$ cat src/rtl/count_display_pkg.sv
// -----------------------------------------------------------------------------
// count_display_pkg
// Shared definitions for the counter / Fibonacci / multiplexed 7-segment lab:
//   - bcd_state_e : states of the sequential double-dabble converter
//   - SEG_BLANK   : active-low "all segments off" pattern
//   - seg_decode  : BCD code -> active-low {g,f,e,d,c,b,a}; codes >= 10 blank
//   - is_fib      : Fibonacci membership test for a value below 2^width
// -----------------------------------------------------------------------------
package count_display_pkg;

  typedef enum logic [1:0] {
    IDLE  = 2'd0,
    SHIFT = 2'd1,
    DONE  = 2'd2
  } bcd_state_e;

  localparam logic [6:0] SEG_BLANK = 7'h7F;

  // Active-low segment patterns, bit order {g,f,e,d,c,b,a}.
  function automatic logic [6:0] seg_decode(input logic [3:0] code);
    logic [6:0] seg;
    case (code)
      4'd0:    seg = 7'h40;
      4'd1:    seg = 7'h79;
      4'd2:    seg = 7'h24;
      4'd3:    seg = 7'h30;
      4'd4:    seg = 7'h19;
      4'd5:    seg = 7'h12;
      4'd6:    seg = 7'h02;
      4'd7:    seg = 7'h78;
      4'd8:    seg = 7'h00;
      4'd9:    seg = 7'h10;
      default: seg = SEG_BLANK;
    endcase
    return seg;
  endfunction

  // Walks the Fibonacci sequence (fib(0)..fib(24) covers every 16-bit value)
  // and reports whether value is a member below 2^width.
  function automatic logic is_fib(input logic [15:0] value, input int unsigned width);
    logic [16:0] a;
    logic [16:0] b;
    logic [16:0] t;
    logic        hit;
    a   = 17'd0;
    b   = 17'd1;
    hit = 1'b0;
    for (int k = 0; k < 25; k++) begin
      if ((a < (17'd1 << width)) && (a == {1'b0, value})) begin
        hit = 1'b1;
      end else begin
        hit = hit;
      end
      t = a + b;
      a = b;
      b = t;
    end
    return hit;
  endfunction

endpackage

$ cat src/rtl/count_display_mux_if.sv
// -----------------------------------------------------------------------------
// count_display_mux_if
// Board-side signal bundle of the counter lab top.
//   ON_OFF   : 1 = run and display, 0 = freeze/blank
//   up_down  : count direction (1 = up)
//   count    : current counter value (WIDTH bits)
//   fib_out  : registered Fibonacci flag for count
//   bcd_out  : active-low segments {g,f,e,d,c,b,a} of the selected digit
//   anode    : active-low one-hot digit select (DIGITS bits)
// master = board / stimulus side, slave = count_display_mux.
// -----------------------------------------------------------------------------
interface count_display_mux_if #(
  parameter int WIDTH  = 8,
  parameter int DIGITS = 3
);
  logic              ON_OFF;
  logic              up_down;
  logic [WIDTH-1:0]  count;
  logic              fib_out;
  logic [6:0]        bcd_out;
  logic [DIGITS-1:0] anode;

  modport master (
    output ON_OFF, up_down,
    input  count, fib_out, bcd_out, anode
  );

  modport slave (
    input  ON_OFF, up_down,
    output count, fib_out, bcd_out, anode
  );
endinterface

$ cat src/rtl/count_display_mux_bin2bcd_seq.sv
// -----------------------------------------------------------------------------
// bin2bcd_seq
// Sequential double-dabble converter. Whenever start is high in IDLE and bin
// differs from the last value it latched, it latches bin, runs WIDTH
// add-3/shift cycles in SHIFT, then spends one cycle in DONE with the result
// on bcd. A bin change during SHIFT is picked up by the next IDLE compare.
// Ports:
//   clock, reset : system clock, synchronous active-high reset
//   bin          : binary value to convert (WIDTH bits)
//   start        : arms conversion launch
//   bcd          : BCD working register, DIGITS nibbles, digit 0 in [3:0]
//   done         : high for the cycle in which bcd holds a finished result
// -----------------------------------------------------------------------------
module bin2bcd_seq
  import count_display_pkg::*;
#(
  parameter int WIDTH  = 8,
  parameter int DIGITS = 3
) (
  input  logic                clock,
  input  logic                reset,
  input  logic [WIDTH-1:0]    bin,
  input  logic                start,
  output logic [4*DIGITS-1:0] bcd,
  output logic                done
);

  localparam int BW = 4 * DIGITS;
  localparam int CW = $clog2(WIDTH);
  localparam logic [CW-1:0] LAST_SHIFT = CW'(WIDTH - 1);

  bcd_state_e       state_r;
  bcd_state_e       state_s;
  logic [WIDTH-1:0] snap_r;
  logic [WIDTH-1:0] sh_r;
  logic [BW-1:0]    bcd_r;
  logic [CW-1:0]    cnt_r;
  logic [BW-1:0]    adj_s;
  logic [BW-1:0]    bcd_sh_s;
  logic [WIDTH-1:0] sh_sh_s;
  logic             launch_s;

  assign launch_s = start && (bin != snap_r);

  // Add 3 to every nibble >= 5 so the following shift carries correctly.
  always_comb begin
    adj_s = bcd_r;
    for (int d = 0; d < DIGITS; d++) begin
      if (bcd_r[4*d +: 4] >= 4'd5) begin
        adj_s[4*d +: 4] = bcd_r[4*d +: 4] + 4'd3;
      end else begin
        adj_s[4*d +: 4] = bcd_r[4*d +: 4];
      end
    end
  end

  // One double-dabble step: {bcd, shift register} shifted left by one.
  always_comb begin
    bcd_sh_s = {adj_s[BW-2:0], sh_r[WIDTH-1]};
    sh_sh_s  = {sh_r[WIDTH-2:0], 1'b0};
  end

  // FSM state register.
  always_ff @(posedge clock) begin
    if (reset) begin
      state_r <= IDLE;
    end else begin
      state_r <= state_s;
    end
  end

  // FSM next-state logic.
  always_comb begin
    state_s = state_r;
    case (state_r)
      IDLE: begin
        if (launch_s) begin
          state_s = SHIFT;
        end else begin
          state_s = IDLE;
        end
      end
      SHIFT: begin
        if (cnt_r == LAST_SHIFT) begin
          state_s = DONE;
        end else begin
          state_s = SHIFT;
        end
      end
      DONE:    state_s = IDLE;
      default: state_s = IDLE;
    endcase
  end

  // Conversion datapath: latch on launch, shift while in SHIFT.
  always_ff @(posedge clock) begin
    if (reset) begin
      snap_r <= {WIDTH{1'b0}};
      sh_r   <= {WIDTH{1'b0}};
      bcd_r  <= {BW{1'b0}};
      cnt_r  <= {CW{1'b0}};
    end else begin
      case (state_r)
        IDLE: begin
          if (launch_s) begin
            snap_r <= bin;
            sh_r   <= bin;
            bcd_r  <= {BW{1'b0}};
            cnt_r  <= {CW{1'b0}};
          end
        end
        SHIFT: begin
          sh_r  <= sh_sh_s;
          bcd_r <= bcd_sh_s;
          cnt_r <= cnt_r + CW'(1);
        end
        default: begin
          cnt_r <= cnt_r;
        end
      endcase
    end
  end

  assign bcd  = bcd_r;
  assign done = (state_r == DONE);

endmodule

$ cat src/rtl/count_display_mux.sv
// -----------------------------------------------------------------------------
// count_display_mux
// Board-level top of the counter lab: prescaled W-bit up/down counter,
// registered Fibonacci flag, sequential BCD conversion and a time-multiplexed
// DIGITS-digit active-low 7-segment display.
// Ports:
//   clock  : system clock, all state on the rising edge
//   reset  : synchronous active-high reset
//   bus    : count_display_mux_if.slave (ON_OFF, up_down in;
//            count, fib_out, bcd_out, anode out)
// Build option: LEADING_ZERO_BLANK_EN blanks leading-zero digit slots
// (digit 0 never blanked); undefined shows all digits including zeros.
// -----------------------------------------------------------------------------
module count_display_mux
  import count_display_pkg::*;
#(
  parameter int WIDTH    = 8,
  parameter int DIGITS   = 3,
  parameter int TICK_DIV = 1,
  parameter int SCAN_DIV = 4
) (
  input  logic                 clock,
  input  logic                 reset,
  count_display_mux_if.slave   bus
);

  localparam int PW = (TICK_DIV > 1) ? $clog2(TICK_DIV) : 1;
  localparam int SW = (SCAN_DIV > 1) ? $clog2(SCAN_DIV) : 1;
  localparam int IW = (DIGITS > 1) ? $clog2(DIGITS) : 1;
  localparam int BW = 4 * DIGITS;

  logic [PW-1:0]     presc_r;
  logic              tick_s;
  logic [WIDTH-1:0]  count_r;
  logic              fib_r;
  logic [SW-1:0]     scan_cnt_r;
  logic [IW-1:0]     scan_idx_r;
  logic [BW-1:0]     digits_r;
  logic [BW-1:0]     bcd_s;
  logic              done_s;
  logic [3:0]        code_s;
  logic              blank_s;
  logic [DIGITS-1:0] anode_s;
  logic [6:0]        seg_s;
  logic [DIGITS-1:0] anode_r;
  logic [6:0]        seg_r;

  // ON_OFF gates the tick directly, so a tick coinciding with ON_OFF
  // falling is dropped.
  assign tick_s = bus.ON_OFF && (presc_r == PW'(TICK_DIV - 1));

  // Prescaler: counts while running, holds while off.
  always_ff @(posedge clock) begin
    if (reset) begin
      presc_r <= {PW{1'b0}};
    end else if (bus.ON_OFF) begin
      if (tick_s) begin
        presc_r <= {PW{1'b0}};
      end else begin
        presc_r <= presc_r + PW'(1);
      end
    end
  end

  // Up/down counter; wraps naturally modulo 2^WIDTH.
  always_ff @(posedge clock) begin
    if (reset) begin
      count_r <= {WIDTH{1'b0}};
    end else if (tick_s) begin
      if (bus.up_down) begin
        count_r <= count_r + WIDTH'(1);
      end else begin
        count_r <= count_r - WIDTH'(1);
      end
    end
  end

  // Fibonacci flag, forced low while the display is off.
  always_ff @(posedge clock) begin
    if (reset) begin
      fib_r <= 1'b0;
    end else begin
      fib_r <= bus.ON_OFF && is_fib(16'(count_r), WIDTH);
    end
  end

  // The converter keeps itself in step with count: always armed, it relaunches
  // whenever count differs from what it last converted.
  bin2bcd_seq #(
    .WIDTH  (WIDTH),
    .DIGITS (DIGITS)
  ) u_bin2bcd (
    .clock (clock),
    .reset (reset),
    .bin   (count_r),
    .start (1'b1),
    .bcd   (bcd_s),
    .done  (done_s)
  );

  // Display digits take a finished conversion only.
  always_ff @(posedge clock) begin
    if (reset) begin
      digits_r <= {BW{1'b0}};
    end else if (done_s) begin
      digits_r <= bcd_s;
    end
  end

  // Scan timer and digit index; both freeze while off.
  always_ff @(posedge clock) begin
    if (reset) begin
      scan_cnt_r <= {SW{1'b0}};
      scan_idx_r <= {IW{1'b0}};
    end else if (bus.ON_OFF) begin
      if (scan_cnt_r == SW'(SCAN_DIV - 1)) begin
        scan_cnt_r <= {SW{1'b0}};
        if (scan_idx_r == IW'(DIGITS - 1)) begin
          scan_idx_r <= {IW{1'b0}};
        end else begin
          scan_idx_r <= scan_idx_r + IW'(1);
        end
      end else begin
        scan_cnt_r <= scan_cnt_r + SW'(1);
      end
    end
  end

  // Pick the BCD code of the selected digit.
  always_comb begin
    code_s = 4'd0;
    for (int d = 0; d < DIGITS; d++) begin
      if (scan_idx_r == IW'(d)) begin
        code_s = digits_r[4*d +: 4];
      end else begin
        code_s = code_s;
      end
    end
  end

`ifdef LEADING_ZERO_BLANK_EN
  logic [DIGITS-1:0] lz_s;
  logic              zero_run_s;

  // A slot is a leading zero when it and every more-significant digit are 0;
  // digit 0 always shows.
  always_comb begin
    zero_run_s = 1'b1;
    lz_s       = {DIGITS{1'b0}};
    blank_s    = 1'b0;
    for (int d = DIGITS - 1; d >= 0; d--) begin
      zero_run_s = zero_run_s && (digits_r[4*d +: 4] == 4'd0);
      if (d != 0) begin
        lz_s[d] = zero_run_s;
      end else begin
        lz_s[d] = 1'b0;
      end
    end
    for (int d = 0; d < DIGITS; d++) begin
      if (scan_idx_r == IW'(d)) begin
        blank_s = lz_s[d];
      end else begin
        blank_s = blank_s;
      end
    end
  end
`else
  assign blank_s = 1'b0;
`endif

  // Next anode/segment values; everything dark while off.
  always_comb begin
    anode_s = {DIGITS{1'b1}};
    seg_s   = SEG_BLANK;
    if (bus.ON_OFF) begin
      anode_s = ~(DIGITS'(1) << scan_idx_r);
      if (blank_s) begin
        seg_s = SEG_BLANK;
      end else begin
        seg_s = seg_decode(code_s);
      end
    end else begin
      anode_s = {DIGITS{1'b1}};
      seg_s   = SEG_BLANK;
    end
  end

  // Registered display drive.
  always_ff @(posedge clock) begin
    if (reset) begin
      anode_r <= {DIGITS{1'b1}};
      seg_r   <= SEG_BLANK;
    end else begin
      anode_r <= anode_s;
      seg_r   <= seg_s;
    end
  end

  assign bus.count   = count_r;
  assign bus.fib_out = fib_r;
  assign bus.bcd_out = seg_r;
  assign bus.anode   = anode_r;

endmodule

$ cat src/flat_wrapper.sv
// flat-port wrapper written by rule: the top's interface ports become plain ports
module count_display_mux_flat import count_display_pkg::*;
#(
  parameter int WIDTH    = 8,
  parameter int DIGITS   = 3,
  parameter int TICK_DIV = 1,
  parameter int SCAN_DIV = 4
)
  (clock, reset, bus_ON_OFF, bus_up_down, bus_count, bus_fib_out, bus_bcd_out, bus_anode);
  count_display_mux_if #(.WIDTH(WIDTH), .DIGITS(DIGITS)) bus_i ();
  input  logic clock;
  input  logic reset;
  input wire logic [$bits(bus_i.ON_OFF)-1:0] bus_ON_OFF;
  input wire logic [$bits(bus_i.up_down)-1:0] bus_up_down;
  output wire logic [$bits(bus_i.count)-1:0] bus_count;
  output wire logic [$bits(bus_i.fib_out)-1:0] bus_fib_out;
  output wire logic [$bits(bus_i.bcd_out)-1:0] bus_bcd_out;
  output wire logic [$bits(bus_i.anode)-1:0] bus_anode;
  assign bus_i.ON_OFF = bus_ON_OFF;
  assign bus_i.up_down = bus_up_down;
  assign bus_count = bus_i.count;
  assign bus_fib_out = bus_i.fib_out;
  assign bus_bcd_out = bus_i.bcd_out;
  assign bus_anode = bus_i.anode;
  count_display_mux #(.WIDTH(WIDTH), .DIGITS(DIGITS), .TICK_DIV(TICK_DIV), .SCAN_DIV(SCAN_DIV)) u_core (.clock(clock), .reset(reset), .bus(bus_i));
endmodule
$ cat config.mk
export PLATFORM = sky130hd
export DESIGN_NAME = count_display_mux_flat
export DESIGN_NICKNAME = d
export VERILOG_FILES = /design/src/rtl/count_display_pkg.sv /design/src/rtl/count_display_mux_if.sv /design/src/rtl/count_display_mux_bin2bcd_seq.sv /design/src/rtl/count_display_mux.sv /design/src/flat_wrapper.sv
export SDC_FILE = /design/constraint.sdc
export NUM_CORES = 1
export LEC_CHECK = 0
export BUFFER_PORTS_ARGS = -buffer_cell sky130_fd_sc_hd__buf_2
export CORE_MARGIN = 2
export CORE_UTILIZATION = 61
export DETAILED_ROUTE_END_ITERATION = 10
export PLACE_DENSITY = 0.92
export RECOVER_POWER = 25
export SYNTH_ARGS = -nofsm -noshare
export SYNTH_HDL_FRONTEND = slang
export SYNTH_HIERARCHICAL = 1
export SYNTH_SLANG_ARGS = --single-unit
$ cat constraint.sdc
create_clock -name clock -period 4.6 [get_ports clock]
set_input_delay 0.69 -clock clock [delete_from_list [all_inputs] [get_ports clock]]
set_output_delay 0.69 -clock clock [all_outputs]
set_load 0.02 [all_outputs]
==> results.sh, run 1 <==
export IMPL_syn_to_final_growth_pct=6.53
export IMPL_leakage_nw=1.43
export IMPL_worst_path_max_fanout=20
export IMPL_p_per_area_mw_per_mm2=365
export IMPL_hold_viol_final=0
export IMPL_pin_count=23
export IMPL_synth_cell_types=52
export IMPL_yosys_warnings=6
export IMPL_antenna_left=0
export IMPL_drt_pass1_iterations=5
export IMPL_peakVddDrop_uv=244
export IMPL_nNetsFinal=434
export IMPL_tightest_slew_ns=1.24
export IMPL_design_core_area_mm2=0.00582
export IMPL_clk_latency_ns=0.34
export IMPL_wl_um=7460
export IMPL_grt_usage=0.244
export IMPL_cts_buffers=9
export IMPL_outcome="completed"
export IMPL_viasPerCell=5.91
export IMPL_cts_tree="yes"
export IMPL_antenna_found_initial=0
export IMPL_die_w_um=81.0
export IMPL_crit_required_ns=4.86
export IMPL_mostFrequentLayoutCells="dfxtp_1, nor2_1, nand2_1"
export IMPL_finClkSkew_ns=0.00724
export IMPL_syn_nets=422
export IMPL_cts_resized=0
export IMPL_synthArstFlopShare=0
export IMPL_port_buffers=22
export IMPL_worstSetupStartpointType="flip-flop"
export IMPL_place_ws_ns=1.96
export IMPL_min_period_over_period=0.527
export IMPL_start_util=0.622
export IMPL_cap_violations=0
export IMPL_utilization=0.663
export IMPL_cts_root_buf="clkbuf_8"
export IMPL_layout_drive_gt1_share=0.135
export IMPL_max_freq_mhz=413
export IMPL_fin_setup_tns_ns=0
export IMPL_htreeDepth=3
export IMPL_worstSetupPathType="flip-flop to flip-flop"
export IMPL_grt_max_degree=42
export IMPL_final_common_cell="dfxtp_1"
export IMPL_num_antenna_cells=0
export IMPL_cp_end_kind="flip-flop"
export IMPL_synth_flop_cell="dfxtp_1"
export IMPL_die_h_um=81.0
export IMPL_arrival_ns=2.68
export IMPL_remaining_drc_errors=0
export IMPL_cp_slowest_cell="a21boi_2"
export IMPL_ctsLongestPathBuffers=2
export IMPL_cts_sinks=69
export IMPL_synth_area_mm2=0.00362
export IMPL_rsz0062_at_grt="no"
export IMPL_drt_iter0_markers=212
export IMPL_placed_area_mm2=0.00369
export IMPL_wire_per_inst_um=15.2
export IMPL_setup_ws_ns=2.18
export IMPL_syn_inst=399
export IMPL_cts_hold_buf=0
export IMPL_grt_pass1_wl_um=12400
export IMPL_final_max_slew_violation_count=0
export IMPL_num_vias=2904
export IMPL_dp_hpwl_um=4950
export IMPL_setup_viol=0
export IMPL_overflow=0
export IMPL_cpPeakStageDelay_ns=0.99
export IMPL_post_cts_buffers=0
export IMPL_clkTransAtPathRegs_ns=0.07
export IMPL_dieArea_mm2=0.00657
export IMPL_min_path_type="flip-flop to flip-flop"
export IMPL_ys_seq_area_frac=0.382
export IMPL_num_rows=28
export IMPL_gp_congestion=0.843
export IMPL_min_period_ns=2.42
export IMPL_maxSlewHeadroom=0.167
export IMPL_design_area_mm2=0.00386
export IMPL_synth_edf_count=0
export IMPL_synth_seq_cells=69
export IMPL_worstPathCellList="xnor2_1 > and4_1 > a21boi_2 > mux2i_1"
export IMPL_grt_pass1_vias=2663
export IMPL_postSynthAreaPerCell_um2=9.07
## sequential cells by signal, indices dropped and copies added, names as in the netlist
register,flops
u_core/digits_r,12
u_core/u_bin2bcd/bcd,12
u_core/bus.count,8
u_core/u_bin2bcd/sh_r,8
u_core/u_bin2bcd/snap_r,8
u_core/bus.bcd_out,7
u_core/bus.anode,3
u_core/u_bin2bcd/cnt_r,3
u_core/scan_cnt_r,2
u_core/scan_idx_r,2
u_core/u_bin2bcd/state_r,2
u_core/bus.fib_out,1
u_core/presc_r,1
## critical path: cells and delay by family (launching register included)
family          cells  cell delay (ns)
compound gates      1             0.99
flops               1             0.61
mux                 1             0.29
simple gates        1             0.30
xor+xnor            1             0.15
## Yosys cell counts, drive strengths merged (9+ instances only)
library cell | instances | area [µm²]
buf | 15 | 121
xnor2 | 17 | 149
o21ai | 16 | 95.1
ha | 19 | 238
inv | 18 | 67.6
mux2i | 28 | 280
nand2 | 31 | 116
clkbuf | 9 | 33.8
nand2b | 13 | 81.3
nor2 | 43 | 169
a21oi | 27 | 135
dfxtp | 69 | 1380
o22ai | 11 | 88.8
nand3 | 12 | 60.1
## through the flow
stage	total power [mW]	hold slack [ns]	instances
3_3_place_gp	0.961	0.448	475
4_1_cts	1.41	0.471	491
6_report	1.41	0.473	491
5_1_grt	1.47	0.495	491
3_5_place_dp	0.977	0.462	475
2_1_floorplan	0.938	0.440	399
## routing by layer
layer  up-vias  global-route usage  share of wire
li1       1420                   -              -
met3        14              0.0500          0.037
met1      1410               0.298           0.43
met4         0               0.100          0.018
met2        60               0.418           0.51
met5         -                   0              0
## cells by family after synthesis
kind of cell | after synthesis | synth area share
AOI/OAI and AO/OA | 78 | 0.158
buffers and inverters | 42 | 0.0615
other | 1 | 0.00104
muxes | 31 | 0.0868
xor gates and xnor gates | 20 | 0.0484
and+or+nand+nor | 139 | 0.197
adders and majority gates | 19 | 0.0657
DFF | 69 | 0.382
## report_power, final
| group | internal, mW | total [mW] | switching [mW] | leakage, nW |
|---|---|---|---|---|
| registers | 0.635 | 0.678 | 0.0424 | 0.562 |
| logic | 0.108 | 0.291 | 0.182 | 0.780 |
| clock network | 0.226 | 0.437 | 0.212 | 0.0877 |
| total | 0.969 | 1.41 | 0.437 | 1.43 |
## path summary, 6_finish.rpt
| check | depth (start not counted) | endpoint | start | slack [ns] |
|---|---|---|---|---|
| max | 4 | u_core/u_bin2bcd/snap_r[6]$_SDFFE_PP0P_ | u_core/bus.count[3]$_SDFFE_PP0P_ | 2.18 |
| min | 1 | u_core/presc_r$_SDFFE_PP0P_ | u_core/presc_r$_SDFFE_PP0P_ | 0.47 |
| max reg2reg | 4 | u_core/u_bin2bcd/snap_r[6]$_SDFFE_PP0P_ | u_core/bus.count[3]$_SDFFE_PP0P_ | 2.18 |
| min reg2reg | 1 | u_core/presc_r$_SDFFE_PP0P_ | u_core/presc_r$_SDFFE_PP0P_ | 0.47 |
## area by class of cell
class / instances / area [µm²]
clock buffers: 15 / 166
clock inverters: 1 / 5.00
fillers: 490 / 1960
inverters: 18 / 67.6
multi-input cells: 288 / 2020
flip-flops and latches: 69 / 1380
well taps: 75 / 93.8
repair buffers: 25 / 126
(Power assumes the default switching activity.)
==> run 2: changes to the inputs <==
--- a/config.mk
+++ b/config.mk
@@ -7,9 +7,9 @@
 export LEC_CHECK = 0
 export BUFFER_PORTS_ARGS = -buffer_cell sky130_fd_sc_hd__buf_2
 export CORE_MARGIN = 2
-export CORE_UTILIZATION = 61
+export CORE_UTILIZATION = 55
 export DETAILED_ROUTE_END_ITERATION = 10
-export PLACE_DENSITY = 0.92
+export PLACE_DENSITY = 0.88
 export RECOVER_POWER = 25
 export SYNTH_ARGS = -nofsm -noshare
 export SYNTH_HDL_FRONTEND = slang
==> constraint.sdc (replaced) <==
create_clock -name clock -period 2.2 [get_ports clock]
set_input_delay 0.33 -clock clock [delete_from_list [all_inputs] [get_ports clock]]
set_output_delay 0.33 -clock clock [all_outputs]
set_load 0.02 [all_outputs]
==> results.sh, run 2 (synthesized netlist as in run 1, its figures left out) <==
export IMPL_final_common_cell="dfxtp_1"
export IMPL_utilization=0.624
export IMPL_syn_to_final_growth_pct=9.40
export IMPL_cap_violations=0
export IMPL_clkTransAtPathRegs_ns=0.08
export IMPL_drt_iter0_markers=216
export IMPL_fin_setup_tns_ns=0
export IMPL_dp_hpwl_um=5280
export IMPL_post_cts_buffers=0
export IMPL_dieArea_mm2=0.00725
export IMPL_design_core_area_mm2=0.00635
export IMPL_layout_drive_gt1_share=0.141
export IMPL_finClkSkew_ns=0.00870
export IMPL_htreeDepth=3
export IMPL_viasPerCell=5.81
export IMPL_start_util=0.570
export IMPL_outcome="completed"
export IMPL_num_rows=29
export IMPL_remaining_drc_errors=0
export IMPL_cts_root_buf="clkbuf_8"
export IMPL_crit_required_ns=2.43
export IMPL_grt_usage=0.221
export IMPL_cts_hold_buf=0
export IMPL_arrival_ns=2.12
export IMPL_rsz0062_at_grt="no"
export IMPL_cts_tree="yes"
export IMPL_max_freq_mhz=529
export IMPL_setup_viol=0
export IMPL_antenna_found_initial=0
export IMPL_cts_sinks=69
export IMPL_min_path_type="input port to flip-flop"
export IMPL_peakVddDrop_uv=460
export IMPL_wire_per_inst_um=15.2
export IMPL_gp_congestion=0.901
export IMPL_p_per_area_mw_per_mm2=791
export IMPL_mostFrequentLayoutCells="dfxtp_1, nor2_1, nand2_1"
export IMPL_grt_pass1_wl_um=12800
export IMPL_worst_path_max_fanout=13
export IMPL_clk_latency_ns=0.35
export IMPL_grt_pass1_vias=2738
export IMPL_ctsLongestPathBuffers=2
export IMPL_antenna_left=0
export IMPL_maxSlewHeadroom=0.0663
export IMPL_port_buffers=22
export IMPL_wl_um=7670
export IMPL_drt_pass1_iterations=4
export IMPL_min_period_over_period=0.859
export IMPL_nNetsFinal=445
export IMPL_worstSetupStartpointType="flip-flop"
export IMPL_final_max_slew_violation_count=0
export IMPL_die_h_um=85.1
export IMPL_die_w_um=85.1
export IMPL_grt_max_degree=31
export IMPL_pin_count=23
export IMPL_cts_buffers=9
export IMPL_tightest_slew_ns=1.40
export IMPL_min_period_ns=1.89
export IMPL_fin_hold_ws_ns=0.259
export IMPL_hold_viol_final=0
export IMPL_nFillCells=519
export IMPL_overflow=0
export IMPL_cts_resized=0
export IMPL_leakage_nw=1.48
export IMPL_num_vias=2929
export IMPL_cp_end_kind="flip-flop"
export IMPL_worstSetupPathType="flip-flop to flip-flop"
export IMPL_num_antenna_cells=0
==> run 2: layer usage <==
layer / wire length, µm / GRT usage / up-vias / part of all wire
met2: 3820 / 0.380 / 68 / 0.50
li1: - / - / 1450 / -
met1: 3390 / 0.263 / 1396 / 0.44
met5: 0 / 0 / - / 0
met4: 177 / 0.0981 / 0 / 0.023
met3: 273 / 0.0496 / 15 / 0.036
==> run 2: where the power goes <==
group | switching, mW | internal [mW] | total [mW]
Clock | 0.490 | 0.587 | 1.08
Sequential | 0.0638 | 1.33 | 1.39
Combinational | 0.414 | 0.248 | 0.663
==> run 2: final timing paths <==
kind,endpoint,slack [ns],cells past startpoint,start
hold / removal,u_core/presc_r$_SDFFE_PP0P_,0.26,2,bus_ON_OFF
setup reg to reg,u_core/bus.bcd_out[3]$_SDFF_PP1_,0.31,7,u_core/scan_idx_r[0]$_SDFFE_PP0P_
setup / recovery,u_core/bus.bcd_out[3]$_SDFF_PP1_,0.31,7,u_core/scan_idx_r[0]$_SDFFE_PP0P_
hold reg to reg,u_core/u_bin2bcd/sh_r[0]$_SDFFE_PP0P_,0.47,2,u_core/u_bin2bcd/sh_r[0]$_SDFFE_PP0P_
==> run 2: layout make-up <==
class | count | area, µm² | share of cell area
multi-input combinational | 288 | 2020 | 0.509
sequential | 69 | 1380 | 0.349
timing repair buffer | 36 | 190 | 0.0480
clock buffer | 11 | 151 | 0.0382
tap | 77 | 96.3 | 0.0243
inverter | 18 | 67.6 | 0.0171
clock inverter | 5 | 57.6 | 0.0145
==> run 2: through the flow <==
step	worst slack (ns)	power (mW)	cells	area, µm²
global placement	0.464	2.05	488	3780
global route	0.150	3.29	504	3960
floorplan	0.531	1.96	399	3620
CTS	0.294	3.15	504	3990
finish	0.310	3.13	504	3960
detailed placement	0.331	2.08	488	3780
==> run 2: worst max-delay path, stage by stage (launching register included) <==
cell,delay [ns]
dfxtp_1,0.67
nand2_1,0.14
o22ai_2,0.26
inv_1,0.14
ha_1,0.32
inv_1,0.04
mux2i_1,0.11
o21ai_0,0.08
